$ cat src/rtl/sw_mode_conditioner_pkg.sv
// Shared definitions for the switch-mode conditioner and the LED pattern generator:
// legal mode codes, their validity check, and the debounce FSM state encoding.
package sw_mode_conditioner_pkg;

  localparam logic [3:0] MODE_IDLE    = 4'b0000;
  localparam logic [3:0] MODE_SHIFT1  = 4'b1000;
  localparam logic [3:0] MODE_SHIFT2  = 4'b0100;
  localparam logic [3:0] MODE_SHIFT3  = 4'b0010;
  localparam logic [3:0] MODE_SHIFT4  = 4'b0001;
  localparam logic [3:0] MODE_PAIR1   = 4'b1100;
  localparam logic [3:0] MODE_PAIR2   = 4'b1010;
  localparam logic [3:0] MODE_PAIR3   = 4'b1001;
  localparam logic [3:0] MODE_TRIPLE1 = 4'b1110;
  localparam logic [3:0] MODE_TRIPLE2 = 4'b1101;

  typedef enum logic {
    ST_STABLE = 1'b0,
    ST_SETTLE = 1'b1
  } deb_state_e;

  function automatic logic is_legal_mode(input logic [3:0] code);
    case (code)
      MODE_IDLE, MODE_SHIFT1, MODE_SHIFT2, MODE_SHIFT3, MODE_SHIFT4,
      MODE_PAIR1, MODE_PAIR2, MODE_PAIR3, MODE_TRIPLE1, MODE_TRIPLE2:
        is_legal_mode = 1'b1;
      default:
        is_legal_mode = 1'b0;
    endcase
  endfunction

endpackage

$ cat src/rtl/sw_mode_conditioner_step_tick_gen.sv
// Pattern step prescaler: free-running 0..STEP_DIV-1 counter with a registered tick
// on the terminal count and a synchronous clear that restarts the step period.
module step_tick_gen #(
  parameter int STEP_DIV = 10_000_000
) (
  input  logic clk,
  input  logic rst,
  input  logic clr,
  output logic tick
);

  localparam int             PW     = $clog2(STEP_DIV);
  localparam logic [PW-1:0]  P_LAST = PW'(STEP_DIV - 1);
  localparam logic [PW-1:0]  P_ONE  = PW'(1);

  logic [PW-1:0] r_cnt;
  logic [PW-1:0] w_cnt_nxt;
  logic          r_clr_d;
  logic          r_tick;

  // clr is a one-cycle look-ahead: the tick is suppressed in the following cycle
  // and the count restarts from zero the cycle after that.
  always_comb begin
    if (r_clr_d || (r_cnt == P_LAST)) w_cnt_nxt = '0;
    else                              w_cnt_nxt = r_cnt + P_ONE;
  end

  // NOTE: clocked state uses non-blocking assignments so every flop samples pre-edge values.
  always_ff @(posedge clk) begin
    if (rst) begin
      r_cnt   <= '0;
      r_clr_d <= 1'b0;
      r_tick  <= 1'b0;
    end else begin
      r_cnt   <= w_cnt_nxt;
      r_clr_d <= clr;
      r_tick  <= !clr && (w_cnt_nxt == P_LAST);
    end
  end

  assign tick = r_tick;

endmodule

$ cat src/rtl/sw_mode_conditioner.sv
// Synchronises and debounces the board switches, validates the code and drives the
// pattern generator's mode, mode-change strobe and step tick.
module sw_mode_conditioner
  import sw_mode_conditioner_pkg::*;
#(
  parameter int DEBOUNCE_CYCLES = 1_000_000,
  parameter int STEP_DIV        = 10_000_000
) (
  input  logic       clk,
  input  logic       rst,
  input  logic [3:0] sw,
  output logic [3:0] mode,
  output logic       mode_chg,
  output logic       step_tick,
  output logic       illegal
);

  localparam int             CW       = $clog2(DEBOUNCE_CYCLES);
  localparam logic [CW-1:0]  CNT_LAST = CW'(DEBOUNCE_CYCLES - 1);
  localparam logic [CW-1:0]  CNT_ONE  = CW'(1);

  logic [3:0]    r_s1;
  logic [3:0]    r_s2;
  logic [3:0]    r_cand;
  logic [CW-1:0] r_cnt;
  deb_state_e    r_state;
  logic [3:0]    r_mode;
  logic          r_mode_chg;
  logic          r_illegal;

  logic [3:0]    w_cand_nxt;
  logic [CW-1:0] w_cnt_nxt;
  deb_state_e    w_state_nxt;
  logic [3:0]    w_mode_nxt;
  logic          w_chg_nxt;
  logic          w_illegal_nxt;
  logic          w_commit;

  always_ff @(posedge clk) begin
    if (rst) begin
      r_s1       <= '0;
      r_s2       <= '0;
      r_cand     <= '0;
      r_cnt      <= '0;
      r_state    <= ST_STABLE;
      r_mode     <= MODE_IDLE;
      r_mode_chg <= 1'b0;
      r_illegal  <= 1'b0;
    end else begin
      r_s1       <= sw;
      r_s2       <= r_s1;
      r_cand     <= w_cand_nxt;
      r_cnt      <= w_cnt_nxt;
      r_state    <= w_state_nxt;
      r_mode     <= w_mode_nxt;
      r_mode_chg <= w_chg_nxt;
      r_illegal  <= w_illegal_nxt;
    end
  end

  // NOTE: every signal gets a hold/default value first so no path through this block infers a latch.
  always_comb begin
    w_cand_nxt    = r_cand;
    w_cnt_nxt     = r_cnt;
    w_state_nxt   = r_state;
    w_mode_nxt    = r_mode;
    w_illegal_nxt = r_illegal;
    w_chg_nxt     = 1'b0;
    w_commit      = 1'b0;

    // Any bounce restarts the window, including one back to the committed code.
    if (r_s2 != r_cand) begin
      w_cand_nxt  = r_s2;
      w_cnt_nxt   = '0;
      w_state_nxt = ST_SETTLE;
    end else if (r_state == ST_SETTLE) begin
      if (r_cnt == CNT_LAST) begin
        w_commit    = 1'b1;
        w_state_nxt = ST_STABLE;
      end else begin
        w_cnt_nxt = r_cnt + CNT_ONE;
      end
    end

    if (w_commit) begin
      if (is_legal_mode(r_cand)) begin
        w_illegal_nxt = 1'b0;
        if (r_cand != r_mode) begin
          w_mode_nxt = r_cand;
          w_chg_nxt  = 1'b1;
        end
      end else begin
        w_illegal_nxt = 1'b1;
      end
    end
  end

  // Fed with the next-cycle strobe so the tick stays a pure flop output yet is
  // still suppressed in the very cycle mode_chg is high.
  step_tick_gen #(
    .STEP_DIV (STEP_DIV)
  ) u_step_tick_gen (
    .clk  (clk),
    .rst  (rst),
    .clr  (w_chg_nxt),
    .tick (step_tick)
  );

  assign mode     = r_mode;
  assign mode_chg = r_mode_chg;
  assign illegal  = r_illegal;

endmodule

$ cat config.mk
export PLATFORM = sky130hd
export DESIGN_NAME = sw_mode_conditioner
export DESIGN_NICKNAME = d
export VERILOG_FILES = /design/src/rtl/sw_mode_conditioner_pkg.sv /design/src/rtl/sw_mode_conditioner_step_tick_gen.sv /design/src/rtl/sw_mode_conditioner.sv
export SDC_FILE = /design/constraint.sdc
export NUM_CORES = 1
export LEC_CHECK = 0
export CAP_MARGIN = 25
export CORE_AREA = 2 2 82 84
export CTS_CLUSTER_SIZE = 14
export DETAILED_ROUTE_END_ITERATION = 16
export DIE_AREA = 0 0 84 86
export DONT_BUFFER_PORTS = 1
export PLACE_DENSITY = 0.69
export SYNTH_ARGS = -nofsm -noshare
export SYNTH_HDL_FRONTEND = slang
export SYNTH_SLANG_ARGS = --single-unit
$ cat constraint.sdc
create_clock -name clk -period 3.2 [get_ports clk]
set_input_delay 0.48 -clock clk [delete_from_list [all_inputs] [get_ports clk]]
set_output_delay 0.48 -clock clk [all_outputs]
set_load 0.01 [all_outputs]
* Word level (Yosys, flattened, before mapping)
Memories as Yosys holds them, arrays and structs flattened. A register that Yosys moved wholly into a read port is not among the register bits.
Cells that the tools add are included.
** Storage, ports and cells
- Flip-flop bits (word level) :: 64
- Bits in latches :: 0
- Memory bits (writable) :: 0
- ROM bits :: 16
- Bits of input ports :: 6
- Output and inout bits :: 7
- Word-level logic and storage cells :: 39
- Memories kept :: 1
** Memory list
- (name not given) :: depth 16, bits a word 1, rd ports 1, clocked after memory_dff 1, wr ports 0, line sw_mode_conditioner_pkg.sv:22 : case (code)
** Operators by class
- Add/subtract/negate cells :: 2
- $mul :: 0
- Div/mod/pow operators :: 0
- $lt $le $gt $ge :: 0
- Eq/ne operators :: 5
- Shift-type cells :: 0
- Mux-type cells :: 14
- Bitwise gates (word level) :: 1
- Reduce and logical (&&, ||, !) cells :: 6
** Operators by type and width (number)
- equality test 24 bit (second input constant) :: 2
- adder 24 x 1 -> 24 bit (second input constant) :: 1
- 2-to-1 mux 24 bit :: 1
- adder 20 x 1 -> 20 bit (second input constant) :: 1
- equality test 20 bit (second input constant) :: 1
- 2-to-1 mux 1 bit :: 11
- 2-to-1 mux 4 bit :: 2
- != test 4 bit :: 2
- AND reduction 3 bit :: 1
- AND reduction 2 bit :: 1
- OR reduction 2 bit :: 1
- logical AND 1 bit :: 1
- logical NOT 1 bit :: 1
- logical OR 1 bit :: 1
- inverter 1 bit :: 1

* Logic depth before layout (Yosys ltp)
Gate-level depths: netlist of run 1.
- Word-level depth :: 9
- Gate-level depth with buffers :: 7

* Cells and area by module
Synthesis of run 1 repeated with hierarchy kept, for this count alone.
** Unflattened totals
- Cells, all modules :: 372
- Area total of the unflattened synthesis :: 3362.0 um^2
** By module, submodules not included
- sw_mode_conditioner :: times used 1, cells an instance 201, area an instance 1904.3 um^2
- step_tick_gen :: times used 1, cells an instance 171, area an instance 1457.6 um^2

* Worst setup path before layout of run 1
OpenSTA, ideal clock, no wires.
- Kind :: register to register
- From :: reg u_step_tick_gen.r_cnt[0]
- To :: reg u_step_tick_gen.r_tick (netlist: u_step_tick_gen.tick)
- Arrival time :: 1989 ps
- Path slack :: 1151 ps
- Stages on the path, launching flop included :: 8
- Clock period less this slack :: 2049 ps
- Path through :: dfxtp_1 > ha_1 > nand2_1 > or3_1 > a2111oi_0 > o2111ai_1 > nor4_1 > o2111a_1
** Between the ends
- Cells in the longest elaborated chain, start to end :: 5
- Elaborated cells on any way between the ends :: 6
- Classes of those cells :: add/sub: 1; eq/ne: 2; mux: 1; reduce/logical: 2
** Ends and longest elaborated chain
- start: declaration :: line sw_mode_conditioner_step_tick_gen.sv:16 : logic [PW-1:0] r_cnt;
- start signal: assignment :: line sw_mode_conditioner_step_tick_gen.sv:35 : r_cnt <= w_cnt_nxt;
- parallel branches: the longest is 2 deep, another holds adder 24 x 1 -> 24 bit
- 2-to-1 mux 24 bit (*) :: line sw_mode_conditioner_step_tick_gen.sv:24 : if (r_clr_d || (r_cnt == P_LAST)) w_cnt_nxt = '0;
- equality test 24 bit (*) :: line sw_mode_conditioner_step_tick_gen.sv:37 : r_tick <= !clr && (w_cnt_nxt == P_LAST);
- logical AND 1 bit (*) :: line sw_mode_conditioner_step_tick_gen.sv:37
- end signal: assignment :: line sw_mode_conditioner_step_tick_gen.sv:37
- end: declaration :: line sw_mode_conditioner_step_tick_gen.sv:19 : logic r_tick;
Mark *: on every way between the ends.
A chain may end at the register's enable or synchronous reset.

* Worst setup path in the final report of run 1
Ends and elaborated chain as after synthesis.

==> key figures, run 1 <==
Outcome
  – Outcome: complete, no violations

Pwr
  – Gate power share: 0.028
  – Seq pwr share: 0.518
  – Sw frac: 0.245
  – Leakage: 0.00122 uW
  – Sw Pwr: 393 uW
  – Int Power: 1210 uW
  – PwrDens: 486 nW/um^2
  – Clock power share: 0.454
  – Maximum vdd drop: 0.412 mV

GRT
  – Number of global-route vias before repair: 2,083
  – Gr usage total: 0.158
  – First-pass GRT wire length: 9280 um
  – Initial antenna violation count: 0
  – Overflow after GRT: 0
  – Pin count of the biggest net entering global routing: 23

Finish
  – Final instance area: 3300 sq um
  – Most frequent cells in the layout: dfxtp_1 (65), nor2_1 (58), xor2_1 (33)
  – Nets: 348
  – Fin util: 0.526
  – Antenna Cells: 0
  – Most common cell after layout, fill and taps aside: dfxtp_1
  – Layout cells sized above 1: 0.0899
  – FILL cells: 564
  – Synthesis-to-layout area growth: 7.24%

Setup path
  – Worst setup path start: u_step_tick_gen.r_cnt[0]
  – CP startpoint kind: flip-flop
  – Crit end category: flip-flop
  – Crit path max fanout: 9
  – CP Class: flip-flop to flip-flop
  – R2R cell count: 7
  – Worst reg2reg path startpoint: u_step_tick_gen.r_cnt[0]
  – Arr. time, crit path: 2720 ps
  – CP Data Required Time: 3480 ps

Clock tree
  – Post-cts hold buffer count: 0
  – CTS Sinks: 65
  – Clock Root Buffer: clkbuf_8
  – CTS buffer count: 9
  – H-tree depth: 3
  – CTS tree: done
  – Setup Fix Bufs, Post-CTS: 0
  – Post-CTS Resized: 0
  – Worst-path clk slew: 80 ps
  – CTS Buffer Depth: 2
  – Clock insertion delay at the later pin of the skew report: 340 ps

Synth
  – Adder-Cell Fraction of Synth Area: 0.00813
  – Simple-gate share of the synthesized area: 0.307
  – Mux cell area share after synthesis: 0.0244
  – Synth area leaders: dfxtp_1 (42%), xor2_1 (9.4%), nor2_1 (7.1%), xnor2_1 (4.8%), nand4_1 (3.7%)
  – Largest family of logic cells by synthesized area: simple AND/OR/NAND/NOR gates
  – Yosys cell types: 48
  – Mapped cell area: 3080 sq um
  – Synthesis-stage register bit count: 65
  – Synth warnings: 0
  – Ys async rst share: 0
  – Yosys top cell area share: 0.423
  – Post-Synthesis Net Count: 350
  – Top FF cell, synth: dfxtp_1
  – Avg Cell Area, Syn: 9.00 sq um
  – Post-Synth XOR/XNOR Area: 0.142
  – Synth Area in Compound Gates: 0.0545
  – Post-synthesis sequential area ratio: 0.423
  – Number of flops mapped to enable cells by yosys: 0
  – Cell taking the most area after synthesis: dfxtp_1
  – Synthesized instance count: 342

STA
  – Hold_ws: 197 ps
  – Setup TNS: 0 ps
  – Tcrit/Tclk final: 0.763
  – Final Setup Violations: 0
  – Min Tclk post-route: 2440 ps
  – Clk_skew: 11.1 ps
  – Fin. max-slew vios: 0
  – Final WS setup: 760 ps
  – RSZ-0062 raised after global routing: no
  – Highest Clock Rate: 410 MHz
  – Slew margin rel.: 0.488
  – Slew of the pin with the lowest slew margin: 768 ps
  – Final hold vios: 0

Detailed routing
  – Detailed Route WL: 5420 um
  – Drt wl/cell: 12.9 um
  – Via-to-Cell Ratio: 5.46
  – Detail Route Antenna Nets: 0
  – Via count: 2,305
  – DRC: 0
  – Drt first-iter violations: 89
  – Initial DRT Pass Iterations: 4

Placement
  – Pre-CTS setup slack: 801 ps
  – Cell Area, Placed: 3090 sq um
  – Placer Congestion: 0.834
  – IO buf count: 0
  – Post-DP HPWL: 3760 um

Die
  – Die Y: 86 um
  – Io pins: 13
  – Core area: 6280 sq um
  – Starting Density: 0.490
  – FP Rows: 29
  – Die X: 84 um
  – Die area: 7220 sq um

Worst hold path
  – HP Class: primary input to flip-flop
  – WHS Path Cells: 1
  – Hold Path Origin: rst

Flow run
  – MaxCap Viol Count: 0
registers in the layout, summed over array words and instances (netlist names), named ones only:
signal,cells
illegal,1
mode,4
r_cand,4
r_cnt,20
r_s1,4
r_s2,4
r_state,1
u_step_tick_gen.r_clr_d,1
u_step_tick_gen.r_cnt,24
u_step_tick_gen.tick,1
path summary, 6_finish.rpt:
path                                              to  slack, ps
worst min register to register               r_s2[2]        440
worst max register to register  u_step_tick_gen.tick        760
worst max-delay path            u_step_tick_gen.tick        760
worst min-delay path                       r_cand[3]        200
logic make-up after synthesis:
family	after synthesis
XOR/XNOR	50
AO/OA/AOI/OAI	23
multiplexers	7
buffers and inverters	23
adder cells (fa/ha/maj)	2
AND/OR/NAND/NOR	172
flip-flops	65
cells in the mapped netlist (2+ instances only):
library cell,n
a2111oi_0,2
a21o_1,2
a21oi_1,7
and2_1,3
and3_1,4
and4_1,2
buf_4,3
buf_6,4
clkbuf_1,7
dfxtp_1,65
ha_1,2
inv_1,9
mux2i_1,6
nand2_1,24
nand3_1,11
nand3_2,2
nand4_1,18
nand4_2,2
nor2_1,58
nor2b_1,12
nor3_1,7
nor3b_1,2
nor4_1,9
nor4_4,2
o21ai_0,3
or3_1,5
or4bb_1,2
xnor2_1,17
xor2_1,33
metrics by stage:
stage / std cells / power [uW]
finish: 422 / 1600
global route: 422 / 1660
CTS: 422 / 1620
detailed placement: 406 / 895
global placement: 406 / 894
floorplan: 342 / 889
metal layers:
metal	track usage	vias up	share of wire
li1	-	1184	-
met2	0.254	46	0.45
met5	0	-	0
met3	0.0443	14	0.044
met4	0.0850	0	0.023
met1	0.194	1061	0.48
cell type report:
cell class                 instances  area (sq um)  share of cell area
multi-input combinational        254          1650               0.501
inverter                           9          33.8              0.0102
sequential                        65          1300               0.394
tap                               77          96.3              0.0292
clock buffer                       9           124              0.0375
clock inverter                     7          83.8              0.0254
timing repair buffer               1          7.51             0.00227
power by group through the flow:
| stage | Clock, uW | Sequential (uW) | Combinational (uW) |
|---|---|---|---|
| 6_report | 728 | 830 | 45.4 |
| 5_1_grt | 778 | 832 | 51.9 |
| 4_1_cts | 746 | 830 | 45.9 |
| 3_5_place_dp | 0 | 849 | 45.8 |
| 3_3_place_gp | 0 | 849 | 45.3 |
| 2_1_floorplan | 0 | 846 | 42.9 |
critical path, stage by stage (launching register included):
cell,delay (ps)
dfxtp_1,420
ha_1,270
nand2_1,200
or3_1,350
a2111oi_0,420
o2111ai_1,160
nor4_1,340
o2111a_1,230
No activity file was read; power rests on OpenSTA's default activity.
==> run 2, diff against run 1 <==
==> constraint.sdc (replaced) <==
create_clock -name clk -period 2.4 [get_ports clk]
set_input_delay 0.36 -clock clk [delete_from_list [all_inputs] [get_ports clk]]
set_output_delay 0.36 -clock clk [all_outputs]
set_load 0.01 [all_outputs]
==> run 2 against run 1 <==
  * Worst hold slack got worse by 120 ps
  * Combinational power up 51%
  * Critical endpoint unchanged
  * Maximum frequency increased by 12%
  * Design area up 2.9%
  * Sequential power rose by 34%
  * Largest power group unchanged
  * Clock power increased by 31%
  * Final cell count grew 3.1%
==> key figures, run 2 (same netlist as run 1, synthesis figures left out) <==
Outcome
  – Outcome: complete, no violations

Clock tree
  – CTS Buffer Depth: 2 (unchanged)
  – CTS tree: done
  – CTS buffer count: 9 (unchanged)
  – H-tree depth: 3 (unchanged)
  – Worst-path clk slew: 80 ps (about the same)
  – Clock insertion delay at the later pin of the skew report: 340 ps (about the same)
  – Post-cts hold buffer count: 0 (unchanged)
  – Clock Root Buffer: clkbuf_8
  – CTS Sinks: 65 (unchanged)

Placement
  – Post-DP HPWL: 4030 um (+7.3%)
  – Cell count after placement: 419 (+3.2%)
  – Cell Area, Placed: 3190 sq um (+3.2%)
  – IO buf count: 0 (unchanged)
  – Pre-CTS setup slack: 190 ps (-611 ps)
  – Placer Congestion: 0.878 (+5.3%)

Finish
  – Synthesis-to-layout area growth: 10.4%
  – Antenna Cells: 0 (unchanged)
  – Nets: 361 (+3.7%)
  – Most frequent cells in the layout: dfxtp_1 (65), nor2_1 (58), xor2_1 (33)
  – Final instance area: 3400 sq um (+2.9%)
  – Layout cells sized above 1: 0.123 (+0.0330)
  – Max reg flops: 24 (unchanged)
  – Most common cell after layout, fill and taps aside: dfxtp_1
  – Largest register by flop count: u_step_tick_gen.r_cnt
  – Largest registers: u_step_tick_gen.r_cnt: 24 flops, r_cnt: 20 flops
  – Fin cells: 435 (+3.1%)
  – FILL cells: 567 (+0.53%)

GRT
  – M2 GR Usage: 0.276 (+0.0218)
  – First-pass GRT wire length: 10,200 um (+9.9%)
  – Overflow after GRT: 0 (unchanged)
  – Top Usage Layer GRT: met2
  – Number of global-route vias before repair: 2,234 (+7.2%)
  – Pin count of the biggest net entering global routing: 23 (unchanged)
  – Initial antenna violation count: 0 (unchanged)
  – M1 GR Usage: 0.224 (+0.0299)
  – Met3 usage: 0.0443 (unchanged)
  – Gr usage total: 0.173 (+0.0149)

Pwr
  – Seq pwr share: 0.519 (about the same)
  – Leakage: 0.00128 uW (+5.5%)
  – PwrDens: 627 nW/um^2 (+29%)
  – Clock power share: 0.449 (-0.005)
  – Maximum vdd drop: 0.523 mV (+27%)
  – Sw Pwr: 515 uW (+31%)
  – Sw frac: 0.242 (-0.00332)
  – Int Power: 1620 uW (+33%)
  – Gate power share: 0.032 (+0.004)

Die
  – Io pins: 13 (unchanged)
  – Die area: 7220 sq um (unchanged)
  – Core area: 6280 sq um (unchanged)
  – Die X: 84 um (unchanged)
  – Die Y: 86 um (unchanged)
  – FP Rows: 29 (unchanged)
  – Starting Density: 0.490 (unchanged)

Detailed routing
  – Via-to-Cell Ratio: 5.37 (-1.6%)
  – Detailed Route WL: 5780 um (+6.5%)
  – Detail Route Antenna Nets: 0 (unchanged)
  – DRC: 0 (unchanged)
  – Drt first-iter violations: 159 (+79%)
  – Via count: 2,337 (+1.4%)
  – Initial DRT Pass Iterations: 4 (unchanged)
  – Drt wl/cell: 13.3 um (+3.3%)

Setup path
  – CP Data Required Time: 2680 ps (-800 ps)
  – Crit path max fanout: 6 (-3)
  – CP startpoint kind: flip-flop
  – Crit end category: flip-flop
  – Worst reg2reg path startpoint: u_step_tick_gen.r_cnt[0]
  – R2R cell count: 7 (unchanged)
  – Arr. time, crit path: 2450 ps (-270 ps)
  – Reg2reg setup slack: 230 ps (-530 ps)
  – Worst R2R End: u_step_tick_gen.tick
  – CP Class: flip-flop to flip-flop

Worst hold path
  – Worst hold endpoint: r_cand[3]
  – HP Class: primary input to flip-flop
  – WHS Path Cells: 1 (unchanged)
  – Hold Path Origin: rst

STA
  – Highest Clock Rate: 461 MHz (+12%)
  – RSZ-0062 raised after global routing: no
  – Final WS setup: 230 ps (-530 ps)
  – Final hold vios: 0 (unchanged)
  – Slew margin rel.: 0.613 (+0.125)
  – Hold_ws: 76.9 ps (-120 ps)
  – Min Tclk post-route: 2170 ps (-270 ps)
  – Final Setup Violations: 0 (unchanged)
  – Clk_skew: 15.1 ps (+4.02 ps)
  – Tcrit/Tclk final: 0.904 (+0.142)
  – Setup TNS: 0 ps (unchanged)
  – Slew of the pin with the lowest slew margin: 580 ps (-188 ps)
  – Fin. max-slew vios: 0 (unchanged)

Flow run
  – MaxCap Viol Count: 0 (unchanged)
run 2: cell count changes in the layout (fill, tap and decap cells not counted):
| cell | change |
|---|---|
| buf_4 | +13 |
| a2111oi_0 | -1 |
| a2111oi_1 | +1 |
| inv_6 | +1 |
| inv_8 | -1 |
run 2: worst max-delay path by stage:
stage,start,to,slack [ps]
finish,u_step_tick_gen.r_cnt[0],u_step_tick_gen.tick,230
global route,u_step_tick_gen.r_cnt[0],u_step_tick_gen.tick,40
CTS,u_step_tick_gen.r_cnt[0],u_step_tick_gen.tick,160
detailed placement,u_step_tick_gen.r_cnt[0],u_step_tick_gen.tick,190
global placement,u_step_tick_gen.r_cnt[0],u_step_tick_gen.tick,270
floorplan,u_step_tick_gen.r_cnt[0],u_step_tick_gen.tick,350
run 2: repair_timing:
| action | CTS | global route |
|---|---|---|
| resized for setup | 0 | 1 |
| hold endpoints to repair | 0 | 0 |
| buffers inserted | 0 | 0 |
| setup endpoints to repair | 0 | 1 |
run 2: power groups by stage:
stage	sequential, uW	clock (uW)	combinational [uW]
after floorplan	1130	0	57.3
after global placement	1130	0	67.9
after detailed placement	1130	0	67.7
after CTS	1110	978	68.7
after global routing	1110	1020	77.8
final	1110	956	68.4
run 2: metal layers:
metal  part of all wire  up-vias  routed length [um]
met1               0.49     1087                2840
li1                   -     1202                   -
met5                  0        -                   0
met3              0.039        8                 225
met2               0.45       40                2630
met4              0.015        0                  86
run 2: metrics by stage:
stage / utilization / power [uW]
floorplan: - / 1190
global placement: 0.508 / 1200
detailed placement: 0.508 / 1200
CTS: 0.541 / 2150
global route: 0.541 / 2200
finish: 0.541 / 2130
run 2: area by class of cell:
cell class | count | area, sq um | area share
clock buffer | 9 | 124 | 0.0365
clock inverter | 7 | 81.3 | 0.0239
inverter | 9 | 33.8 | 0.00994
multi-input combinational | 254 | 1660 | 0.487
sequential | 65 | 1300 | 0.383
tap | 77 | 96.3 | 0.0284
timing repair buffer | 14 | 105 | 0.0309
run 2: worst max-delay path, stage by stage, from the launching register on:
cell	delay [ps]
dfxtp_1	410
ha_1	260
nand2_1	80
or3_1	310
a2111oi_1	330
o2111ai_1	170
nor4_1	310
o2111a_1	220
